**config.mk**
```make
export PLATFORM = sky130hd
export DESIGN_NAME = nand8_gate_ref
export DESIGN_NICKNAME = d
export VERILOG_FILES = /design/src/rtl/gate_ref_pkg.sv /design/src/rtl/gate_reduce8.sv /design/src/rtl/nand8_gate_ref.sv
export SDC_FILE = /design/constraint.sdc
export NUM_CORES = 1
export LEC_CHECK = 0
export ABC_CLOCK_PERIOD_IN_PS = 4600
export CAP_MARGIN = 40
export CORE_AREA = 2 2 39 41
export DETAILED_ROUTE_END_ITERATION = 10
export DIE_AREA = 0 0 41 43
export DONT_BUFFER_PORTS = 1
export GPL_ROUTABILITY_DRIVEN = 0
export PLACE_DENSITY = 0.6
export SKIP_CTS_REPAIR_TIMING = 1
export SLEW_MARGIN = 15
export SYNTH_ARGS = -nofsm -noshare
export SYNTH_HDL_FRONTEND = slang
export SYNTH_SLANG_ARGS = --single-unit
```
**constraint.sdc**
```tcl
create_clock -name clk -period 4.6 [get_ports clk]
set_input_delay 0.92 -clock clk [delete_from_list [all_inputs] [get_ports clk]]
set_output_delay 0.92 -clock clk [all_outputs]
set_load 0.01 [all_outputs]
```
**src/rtl/gate_ref_pkg.sv**
```systemverilog
// Shared definitions for the registered golden-reference gate model:
// function codes, input width and the active-input-count rule.
package gate_ref_pkg;

    localparam int N_MAX = 8;

    typedef enum logic [2:0] {
        GATE_AND  = 3'd0,
        GATE_OR   = 3'd1,
        GATE_NAND = 3'd2,
        GATE_NOR  = 3'd3,
        GATE_XOR  = 3'd4,
        GATE_XNOR = 3'd5
    } gate_sel_t;

    // An input count of 0 or anything above N_MAX means "all inputs active".
    function automatic logic [3:0] eff_inputs(input logic [3:0] n);
        return (n == 4'd0 || n > 4'(N_MAX)) ? 4'(N_MAX) : n;
    endfunction

endpackage

```
**src/rtl/gate_reduce8.sv**
```systemverilog
// Combinational masking plus the six reductions of the low n_inputs bits.
// Inactive bits are replaced by the identity element of each reduction.
module gate_reduce8
    import gate_ref_pkg::*;
(
    input  logic [N_MAX-1:0] in_pattern,
    input  logic [3:0]       n_inputs,
    output logic             and_r,
    output logic             or_r,
    output logic             nand_r,
    output logic             nor_r,
    output logic             xor_r,
    output logic             xnor_r
);

    logic [3:0]       n_eff;
    logic [N_MAX-1:0] and_in;
    logic [N_MAX-1:0] or_in;

    assign n_eff = eff_inputs(n_inputs);

    always_comb begin
        // NOTE: defaults first so every path assigns every bit; otherwise a latch is inferred.
        and_in = '1;
        or_in  = '0;
        for (int i = 0; i < N_MAX; i++) begin
            if (4'(i) < n_eff) begin
                and_in[i] = in_pattern[i];
                or_in[i]  = in_pattern[i];
            end
        end
    end

    // OR, NOR, XOR and XNOR share the zero-filled vector.
    assign and_r  = &and_in;
    assign nand_r = ~and_r;
    assign or_r   = |or_in;
    assign nor_r  = ~or_r;
    assign xor_r  = ^or_in;
    assign xnor_r = ~xor_r;

endmodule

```
**src/rtl/nand8_gate_ref.sv**
```systemverilog
// Registered golden-reference gate: masked reduction, function select and a
// one-cycle output stage, plus the legacy combinational 8-input NAND tap.
module nand8_gate_ref
    import gate_ref_pkg::*;
(
    input  logic             clk,
    input  logic             rst,
    input  logic             in_valid,
    input  logic [N_MAX-1:0] in_pattern,
    input  logic [3:0]       n_inputs,
    input  logic [2:0]       gateSelect,
    output logic             y,
    output logic             y_valid,
    output logic             sel_err,
    output logic             nand8
);

    logic and_r, or_r, nand_r, nor_r, xor_r, xnor_r;
    logic result;
    logic illegal;

    gate_reduce8 u_reduce (
        .in_pattern (in_pattern),
        .n_inputs   (n_inputs),
        .and_r      (and_r),
        .or_r       (or_r),
        .nand_r     (nand_r),
        .nor_r      (nor_r),
        .xor_r      (xor_r),
        .xnor_r     (xnor_r)
    );

    always_comb begin
        result  = 1'b0;
        illegal = 1'b0;
        case (gate_sel_t'(gateSelect))
            GATE_AND:  result = and_r;
            GATE_OR:   result = or_r;
            GATE_NAND: result = nand_r;
            GATE_NOR:  result = nor_r;
            GATE_XOR:  result = xor_r;
            GATE_XNOR: result = xnor_r;
            default:   illegal = 1'b1;
        endcase
    end

    // Reset wins over a same-cycle sample; y and sel_err hold while idle.
    always_ff @(posedge clk) begin
        // NOTE: non-blocking assignments so every register samples pre-edge values.
        if (rst) begin
            y       <= 1'b0;
            sel_err <= 1'b0;
            y_valid <= 1'b0;
        end else begin
            y_valid <= in_valid;
            if (in_valid) begin
                y       <= result;
                sel_err <= illegal;
            end
        end
    end

    assign nand8 = ~&in_pattern;

endmodule

```
# == Word level (Yosys, flattened, before mapping) ==
# Index checks and enable logic that the tools add are counted.
# word_totals
elab_cells,48
inputBits,18
output_inout_bits,4
regBits,3
latch_bits,0
mem_bits_rw,0
rom_bits,0
mem_count,0
# op_classes
eq_ne,5
mux,19
n_mul,0
bitwise_logic,3
add_sub_neg,0
order_cmp,9
n_shift,0
div,0
n_reduce_logical,9
# op_table
op,count
$mux W1,17
$lt A3 B4 Y1 const A,4
$reduce_and A8 Y1,2
$lt A1 B4 Y1 const A,2
$lt A2 B4 Y1 const A,2
$reduce_or A8 Y1,1
$reduce_xor A8 Y1,1
$eq A3 B2 Y1 const B,2
$eq A3 B3 Y1 const B,2
$pmux W1 S6,1
$reduce_or A6 Y1,1
$gt A4 B4 Y1 const B,1
$logic_not A4 Y1,1
$mux W4,1
$eq A3 B1 Y1 const B,1
$logic_not A3 Y1,1
$not A1 Y1,3
$logic_not A1 Y1,1
$logic_or A1 B1 Y1,1

# == Logic depth before layout (Yosys ltp) ==
# Gate-level depths: netlist of the first run.
# logic_depth
depth_word,8
depth_mapped,10
ltp_nobuf,10

# == By module ==
# Synthesis of the first run repeated with hierarchy kept, for this count alone.
# unflattened
hier_cells,64
area_unflattened_um2,490.5
# modules_own_cells
mod,cells_per_inst,area_per_inst_um2,n_inst
gate_reduce8,45,322.8,1
nand8_gate_ref,19,167.7,1

# == Least setup slack after synthesis of the first run ==
# OpenSTA, ideal clock, no wires.
# synth_path
path_type,input to register
start,input n_inputs[2]
end,register y
setup_ns,0.069
arrival_time_ns,2.511
setup_slack_ns,2.020
t_required_ns,4.531
path_stages,10
path_buffers,0
cell_sequence,nor3_1 > or2_2 > o21ai_0 > ha_1 > xor2_1 > xnor2_1 > a211oi_1 > a31oi_1 > o221a_1 > o21ai_1
# synth_via
elab_chain_cells,8
elab_cells_between_ends,35
classes_between,order compare: 9; mux: 18; bitwise: 3; reduce/logical: 5
# synth_lines
element,line,rtl
start: declaration,nand8_gate_ref.sv:10,"input logic [3:0] n_inputs,"
$gt A4 B4 Y1 / $logic_not A4 Y1 (equally long branches),gate_ref_pkg.sv:18,return (n == 4'd0 || n > 4'(N_MAX)) ? 4'(N_MAX) : n;
$logic_or A1 B1 Y1,gate_ref_pkg.sv:18,
$mux W4 (*),gate_ref_pkg.sv:18,
$lt A1 B4 Y1 (tied with other cells),gate_reduce8.sv:27,if (4'(i) < n_eff) begin
$mux W1,gate_reduce8.sv:27,
$reduce_xor A8 Y1 (tied with other cells),gate_reduce8.sv:39,assign xor_r = ^or_in;
$not A1 Y1 (on tied branches),"gate_reduce8.sv:40, gate_reduce8.sv:36, gate_reduce8.sv:38",
$pmux W1 S6 (*),nand8_gate_ref.sv:36,case (gate_sel_t'(gateSelect))
end signal: assignment,nand8_gate_ref.sv:57,y <= result;
end: declaration,nand8_gate_ref.sv:12,"output logic y,"
# Every way passes the cells marked *; elsewhere a longest branch is shown, timed or not.
# A chain may end at the register's enable or synchronous reset.

# == Worst setup path after layout of the first run ==
# Ends and elaborated chain as after synthesis.

==> flow_metrics.py, run 1 <==
metrics = {
    "detailed_routing": {
        "routedWlPerCell_um": 11.00,
        "drc_errors": 0,
        "routed_wl_um": 913,
        "ant_nets": 0,
        "first_pass_iters": 4,
        "vias": 463,
        "drt_iter0_drc": 4,
        "via_per_inst": 5.578,
    },
    "die": {
        "dieArea_um2": 1763,
        "die_h_um": 43,
        "die_width_um": 41,
        "start_util_pct": 32.46,
        "rows": 14,
        "ios": 22,
        "core_um2": 1384,
    },
    "yosys": {
        "ys_types": 29,
        "avgSynthCellArea_um2": 7.130,
        "synth_nets": 85,
        "yosys_warnings": 0,
        "netlist_area_um2": 449.2,
        "postSynthCellCount": 63,
        "ys_seq_area_share_pct": 13.37,
        "ys_ff_latch": 3,
    },
    "job": {
        "cap_violations": 0,
    },
    "placed_design": {
        "dp_hpwl_um": 792.7,
        "port_buffers": 0,
        "placed_area_um2": 469.2,
    },
    "timing": {
        "relSlewSlack_pct": 83.88,
        "rsz0062_at_grt": "false",
        "worst_pin_slew_ps": 238.4,
        "finalHoldViolCount": 0,
        "skew_ps": 0,
        "fmax_mhz": 409.1,
        "layout_min_cycle_time_ps": 2444,
        "setup_violations": 0,
        "fin_crit_sh_pct": 53.14,
        "slew_violations": 0,
        "totalNegativeSetupSlack_ps": 0,
        "whs_ps": 506.2,
    },
    "global_routing": {
        "grt_overflow": 0,
        "use_met1_pct": 10.44,
        "grt_pass1_wl_um": 1200,
        "grt_pass1_vias": 370,
        "grt_max_degree": 9,
        "antenna_found_initial": 0,
        "busiest_layer": "met2",
        "globalRouteMet3Util_pct": 1.047,
        "met2_usage_pct": 16.56,
        "grt_util_all_layers_pct": 10.29,
    },
    "power": {
        "pwr-share-clk_pct": 42.0,
        "leakagePower_nw": 0.1956,
        "power_uw": 110.5,
        "swShare_pct": 28.45,
        "switching_power_uw": 31.43,
        "pwr_density_cell_nw_per_um2": 223.0,
        "power_frac_seq_pct": 26.6,
        "ir_worst_vdd_v": 0.00006536,
        "p_int_uw": 79.04,
        "power_frac_comb_pct": 31.5,
    },
    "setup_path": {
        "path_class": "in -> reg",
        "worst_setup_path_end_kind": "register",
        "crit_required_ps": 4770,
        "worstPathArrival_ps": 2610,
        "startpoint_type": "input port",
        "path_max_fanout": 7,
    },
    "final_layout": {
        "final_area_um2": 495.5,
        "utilization_pct": 35.80,
        "fin_nets": 90,
        "drive_gt1_share_pct": 7.463,
        "fill_cells": 145,
        "final_common_cell": "nand2_1",
        "diodes": 0,
        "final_cell_mix": "nand2_1 (7), o21ai_0 (5), inv_1 (5), a21oi_1 (5), ha_1 (4)",
        "area_delta_synth_final_pct": 10.31,
    },
    "cts": {
        "max-clock-path-buffers": 2,
        "cts_tree": "yes",
        "h-tree-depth": 1,
        "cts_buffers": 3,
        "cts_num_sinks": 3,
        "clk_pin_slew_worst_paths_ps": 40,
        "root_buffer": "clkbuf_4",
        "clkLatencyLatePin_ps": 230,
    },
    "min_path": {
        "hold_path.class": "reg -> reg",
    },
    "outcome": {
        "status": "finished clean",
    },
}
power groups by stage:
stage / Clock [mW] / Sequential (mW) / Combinational (mW)
after floorplan: 0 / 0.0296 / 0.0310
after global placement: 0 / 0.0298 / 0.0348
after detailed placement: 0 / 0.0298 / 0.0352
after CTS: 0.0475 / 0.0294 / 0.0355
after global routing: 0.0481 / 0.0298 / 0.0384
final: 0.0464 / 0.0293 / 0.0348
registers in the layout, indices dropped and copies added (netlist names):
register  count
sel_err       1
y             1
y_valid       1
through the flow:
step,setup slack [ps],instances
final,2156,83
after detailed placement,1900,79
after global routing,2063,83
after CTS,2140,83
after floorplan,2020,63
after global placement,1966,79
synthesized netlist by cell type:
master / number / area share, %
a21oi_1: 5 / 5.6
nand3_1: 2 / 2.2
nand2b_1: 3 / 4.2
xnor2_1: 2 / 3.9
a31oi_1: 1 / 1.4
a211oi_1: 1 / 1.7
o21ai_0: 5 / 5.6
and4_1: 1 / 2.0
nor3_1: 3 / 3.3
nor4b_1: 1 / 2.0
nor4_1: 1 / 1.4
and4bb_4: 1 / 3.6
inv_1: 5 / 4.2
ha_1: 4 / 11
nand4_1: 1 / 1.4
and2_1: 2 / 2.8
o221a_1: 1 / 2.5
nand3b_1: 1 / 1.7
nor2_1: 2 / 1.7
nor2b_1: 2 / 2.8
nand2_1: 7 / 5.9
and3_1: 1 / 1.4
o21bai_1: 1 / 1.7
a221o_1: 1 / 2.2
xor2_1: 3 / 5.9
mux2i_1: 1 / 2.2
or2_2: 1 / 1.4
dfxtp_1: 3 / 13
o21ai_1: 1 / 1.1
cell families after synthesis:
logic type,share of synthesized area (%)
multiplexers,2.229
XOR/XNOR,9.751
adder cells (fa/ha/maj),11.14
buffers and inverters,4.179
AND/OR/NAND/NOR,37.61
flip-flops,13.37
AO/OA/AOI/OAI,21.73
cell type report:
cell class              instances  area, µm²  share of cell area, %
inverters                       5      18.77                  3.788
multi-input cells              55      370.4                  74.75
well taps                      16      20.02                  4.040
clock buffers                   4      26.28                  5.303
flip-flops and latches          3      60.06                  12.12
path summary, 6_finish.rpt:
check / startpoint / endpoint / slack (ps) / cells past startpoint
min reg2reg: sel_err / sel_err / 510 / 2
min: sel_err / sel_err / 510 / 2
max reg2reg: y / y / 3580 / 4
max: n_inputs[2] / y / 2160 / 10
routing by layer:
layer / vias up / wire length (µm)
met5: - / 0
met4: 0 / 29
met3: 4 / 129
met2: 30 / 411
met1: 190 / 341
li1: 239 / -
worst max-delay path, cell delays in order:
cell and delay (ps):
nor3_1 20, or2_2 280, o21ai_0 200, ha_1 270, xor2_1 170, xnor2_1 140
a211oi_1 230, a31oi_1 60, o221a_1 210, o21ai_1 100
Power figures use the tool's default switching activity.
==> run 2, diff against run 1 <==
Settings changed: ABC_CLOCK_PERIOD_IN_PS 4600 to 2000, PLACE_DENSITY 0.6 to 0.61.
Clock period 4.6 ns to 2 ns, I/O delays scaled along.
==> run 2 against run 1 <==
Clock skew is the same. Non-clock buffer count increased by 1. Global-route usage is 2.0 points higher. Wire length increased by 1.2%. Combinational power increased by 130%. Critical path type unchanged. Final cell count rose by 1.2%.
==> flow_metrics.py, run 2 (synthesis results as in run 1) <==
metrics = {
    "final_layout": {
        "seq_area_um2": 60.06,
        "final_cells": 84,
        "multi_input_area_um2": 372.9,
        "diodes": 0,
        "fin_nets": 91,
        "drive_gt1_share_pct": 10.29,
        "final_common_cell": "nand2_1",
        "fill_cells": 157,
        "final_cell_mix": "nand2_1 (7), inv_1 (5), a21oi_1 (5)",
        "area_delta_synth_final_pct": 12.53,
        "final_area_um2": 505.5,
        "reg_top3": "sel_err: 1 flops, y: 1 flops, y_valid: 1 flops",
        "utilization_pct": 36.53,
    },
    "power": {
        "pwr_density_cell_nw_per_um2": 509.0,
        "ir_worst_vdd_v": 0.0001130,
        "power_uw": 257.3,
        "leakagePower_nw": 0.2000,
    },
    "cts": {
        "root_buffer": "clkbuf_4",
        "cts_tree": "yes",
        "clkLatencyLatePin_ps": 240,
        "clk_pin_slew_worst_paths_ps": 40,
        "h-tree-depth": 1,
        "cts_buffers": 3,
        "cts_num_sinks": 3,
        "max-clock-path-buffers": 2,
    },
    "die": {
        "die_h_um": 43,
        "core_um2": 1384,
        "rows": 14,
        "start_util_pct": 32.46,
        "die_width_um": 41,
        "ios": 22,
        "dieArea_um2": 1763,
    },
    "outcome": {
        "status": "finished clean",
    },
    "detailed_routing": {
        "first_pass_iters": 4,
        "drc_errors": 0,
        "vias": 457,
        "ant_nets": 0,
        "routed_wl_um": 924,
        "via_per_inst": 5.440,
        "drt_iter0_drc": 5,
        "routedWlPerCell_um": 11.00,
    },
    "global_routing": {
        "grt_pass1_wl_um": 1455,
        "grt_overflow": 0,
        "grt_max_degree": 9,
        "grt_pass1_vias": 433,
        "antenna_found_initial": 0,
        "grt_util_all_layers_pct": 12.29,
    },
    "setup_path": {
        "path_class": "in -> reg",
        "crit_required_ps": 2170,
        "worstPathArrival_ps": 2000,
        "path_max_fanout": 7,
        "startpoint_type": "input port",
        "worst_setup_path_end_kind": "register",
    },
    "timing": {
        "fmax_mhz": 546.7,
        "rsz0062_at_grt": "false",
        "skew_ps": 0,
        "slew_violations": 0,
        "fin_crit_sh_pct": 91.46,
        "whs_ps": 228.7,
        "relSlewSlack_pct": 81.94,
        "finalHoldViolCount": 0,
        "layout_min_cycle_time_ps": 1829,
        "setup_violations": 0,
        "worst_pin_slew_ps": 267.1,
    },
    "placed_design": {
        "dp.cells": 80,
        "dp_hpwl_um": 780.7,
        "port_buffers": 0,
        "placed_area_um2": 476.7,
    },
    "min_path": {
        "hold_path.class": "in -> reg",
    },
    "job": {
        "cap_violations": 0,
    },
}
[run 2: cell types whose count changed in the layout (fill, tap and decap cells not counted), sizes merged]
cell and delta:
buf +1
[run 2: worst max-delay path, stage by stage]
cell,delay [ps]
nor3_1,20
or2_2,290
o21ai_1,160
ha_1,250
xor2_1,170
xnor2_1,140
a211oi_1,200
a31oi_1,60
o221a_1,210
o21ai_1,100
[run 2: stage by stage]
stage | TNS, ps | worst slack, ps
after floorplan | 0 | 5.883
after global routing | 0 | 31.23
after detailed placement | -90.81 | -90.81
after CTS | 0 | 160.0
after global placement | -53.46 | -53.46
final | 0 | 170.8
[run 2: report_power, final]
part	switching, mW	internal (mW)	leakage (nW)
Sequential	0.00365	0.0638	0.0247
Combinational	0.0368	0.0449	0.160
Clock	0.0332	0.0749	0.0150
[run 2: final cells by class]
type / instances / share of cell area, %
Multi-Input combinational cell: 55 / 73.76
Sequential cell: 3 / 11.88
Clock buffer: 4 / 5.198
Tap cell: 16 / 3.960
Inverter: 5 / 3.713
Timing Repair Buffer: 1 / 1.485
[run 2: routing by layer]
metal,global-route usage (%),vias up,part of all wire (%)
met5,0,-,0
met4,10.00,0,1.6
met3,2.618,2,14
met2,18.75,27,46
met1,13.61,190,38
li1,-,238,-
[run 2: worst paths after layout]
kind                     from  endpoint  slack (ps)  cells after the start
setup / recovery  n_inputs[2]         y         170                     10
hold / removal            rst   sel_err         230                      1
setup reg to reg            y         y         970                      4
hold reg to reg       sel_err   sel_err         510                      2
==> run 3, diff against run 2 <==
Settings changed: CORE_AREA 2 2 39 41 to default, CORE_MARGIN from default to 2, CORE_UTILIZATION from default to 25, CTS_CLUSTER_SIZE from default to 12, DIE_AREA 0 0 41 43 to default, PLACE_DENSITY 0.61 to 0.52.
==> run 3 against run 2 <==
Flip-flop and latch count unchanged. Critical path depth unchanged. Final cell count grew 12%. Wire length rose by 8.4%. Register-to-register slack better by 20 ps. Die area up 22%.
==> flow_metrics.py, run 3 (synthesis results as in run 1) <==
metrics = {
    "detailed_routing": {
        "drc_errors": 0,
        "vias": 462,
        "routedWlPerCell_um": 10.66,
        "via_per_inst": 4.915,
        "routed_wl_um": 1002,
        "ant_nets": 0,
        "drt_iter0_drc": 4,
        "first_pass_iters": 3,
    },
    "cts": {
        "cts_buffers": 3,
        "max-clock-path-buffers": 2,
        "cts_tree": "yes",
        "clk_pin_slew_worst_paths_ps": 40,
        "h-tree-depth": 1,
        "cts_num_sinks": 3,
        "clkLatencyLatePin_ps": 230,
        "root_buffer": "clkbuf_4",
    },
    "final_layout": {
        "fin_nets": 92,
        "drive_gt1_share_pct": 13.04,
        "area_delta_synth_final_pct": 17.55,
        "final_common_cell": "nand2_1",
        "diodes": 0,
        "reg_top3": "sel_err: 1 flops, y: 1 flops, y_valid: 1 flops",
        "final_cell_mix": "nand2_1 (7), inv_1 (5), a21oi_1 (5)",
        "final_cells": 94,
        "utilization_pct": 30.92,
    },
    "die": {
        "ios": 22,
        "start_util_pct": 26.30,
        "dieArea_um2": 2152,
        "die_h_um": 46.39,
        "die_width_um": 46.39,
        "rows": 15,
        "core_um2": 1708,
    },
    "timing": {
        "whs_ps": 234.9,
        "worst_pin_slew_ps": 240.3,
        "fin_crit_sh_pct": 94.13,
        "skew_ps": 0,
        "layout_min_cycle_time_ps": 1883,
        "slew_violations": 0,
        "rsz0062_at_grt": "false",
        "setup_violations": 0,
        "relSlewSlack_pct": 83.76,
        "finalHoldViolCount": 0,
        "fmax_mhz": 531.2,
    },
    "setup_path": {
        "crit_slowest_cell": "or2_2",
        "path_cells": "nor3_1 -> or2_2 -> o21ai_1 -> ha_1 -> xor2_1 -> xnor2_1 -> a211oi_1 -> a31oi_1 -> o221a_1 -> o21ai_1",
        "slowest_delay_ps": 300,
        "cp_common_cell": "o21ai_1",
        "path_max_fanout": 7,
        "startpoint_type": "input port",
        "worst_setup_path_end_kind": "register",
        "worstPathArrival_ps": 2000,
        "crit_required_ps": 2120,
        "path_class": "in -> reg",
        "r2r_slack_ps": 990,
    },
    "global_routing": {
        "grt_max_degree": 9,
        "grt_pass1_vias": 464,
        "grt_overflow": 0,
        "grt_pass1_wl_um": 1607,
        "grt_util_all_layers_pct": 10.16,
        "antenna_found_initial": 0,
    },
    "power": {
        "pwr_density_cell_nw_per_um2": 513.2,
        "ir_worst_vdd_v": 0.0002073,
        "power_uw": 271.0,
        "leakagePower_nw": 0.2058,
    },
    "min_path": {
        "hold_path.class": "in -> reg",
    },
    "placed_design": {
        "port_buffers": 0,
        "dp.cells": 89,
        "dp_hpwl_um": 873.5,
    },
    "job": {
        "cap_violations": 0,
    },
    "outcome": {
        "status": "finished clean",
    },
}
[run 3: cell count changes in the layout (fill, tap and decap cells not counted), sizes merged]
cell / delta
buf: +1
[run 3: through the flow]
step	setup TNS (ps)	instance area, µm²	setup WS [ps]
final	0	528.0	117.3
after global routing	0	528.0	2.824
after CTS	0	514.2	125.0
after detailed placement	-124.6	488.0	-124.6
after global placement	-71.06	488.0	-71.06
after floorplan	0	449.2	5.883
[run 3: path summary, 6_finish.rpt]
check              start  endpoint  cells past startpoint
min reg2reg      sel_err   sel_err                      2
max reg2reg            y         y                      4
min                  rst   y_valid                      1
max          n_inputs[2]         y                     10
[run 3: layout make-up]
cell class,count,area [µm²]
sequential,3,60.06
timing repair buffer,2,15.01
clock buffer,4,26.28
fill,194,1180
multi-input combinational,55,376.6
inverter,5,18.77
tap,25,31.28
[run 3: where the power goes]
group	switching, mW	total, mW	internal, mW
sequential	0.00384	0.0676	0.0638
combinational	0.0413	0.0986	0.0574
clock	0.0300	0.105	0.0747
total	0.0752	0.271	0.196
[run 3: routing by layer]
metal | track usage, % | wire length (µm) | vias up
met5 | 0 | 0 | -
met4 | 5.143 | 0 | 0
met3 | 3.529 | 98 | 0
met2 | 16.94 | 449 | 20
met1 | 11.26 | 454 | 199
li1 | - | - | 243
[run 3: critical path, delay by kind of cell]
family / cells / cell delay [ps]
fa+ha+maj: 1 / 260
xor+xnor: 2 / 350
compound gates: 5 / 670
simple gates: 2 / 320
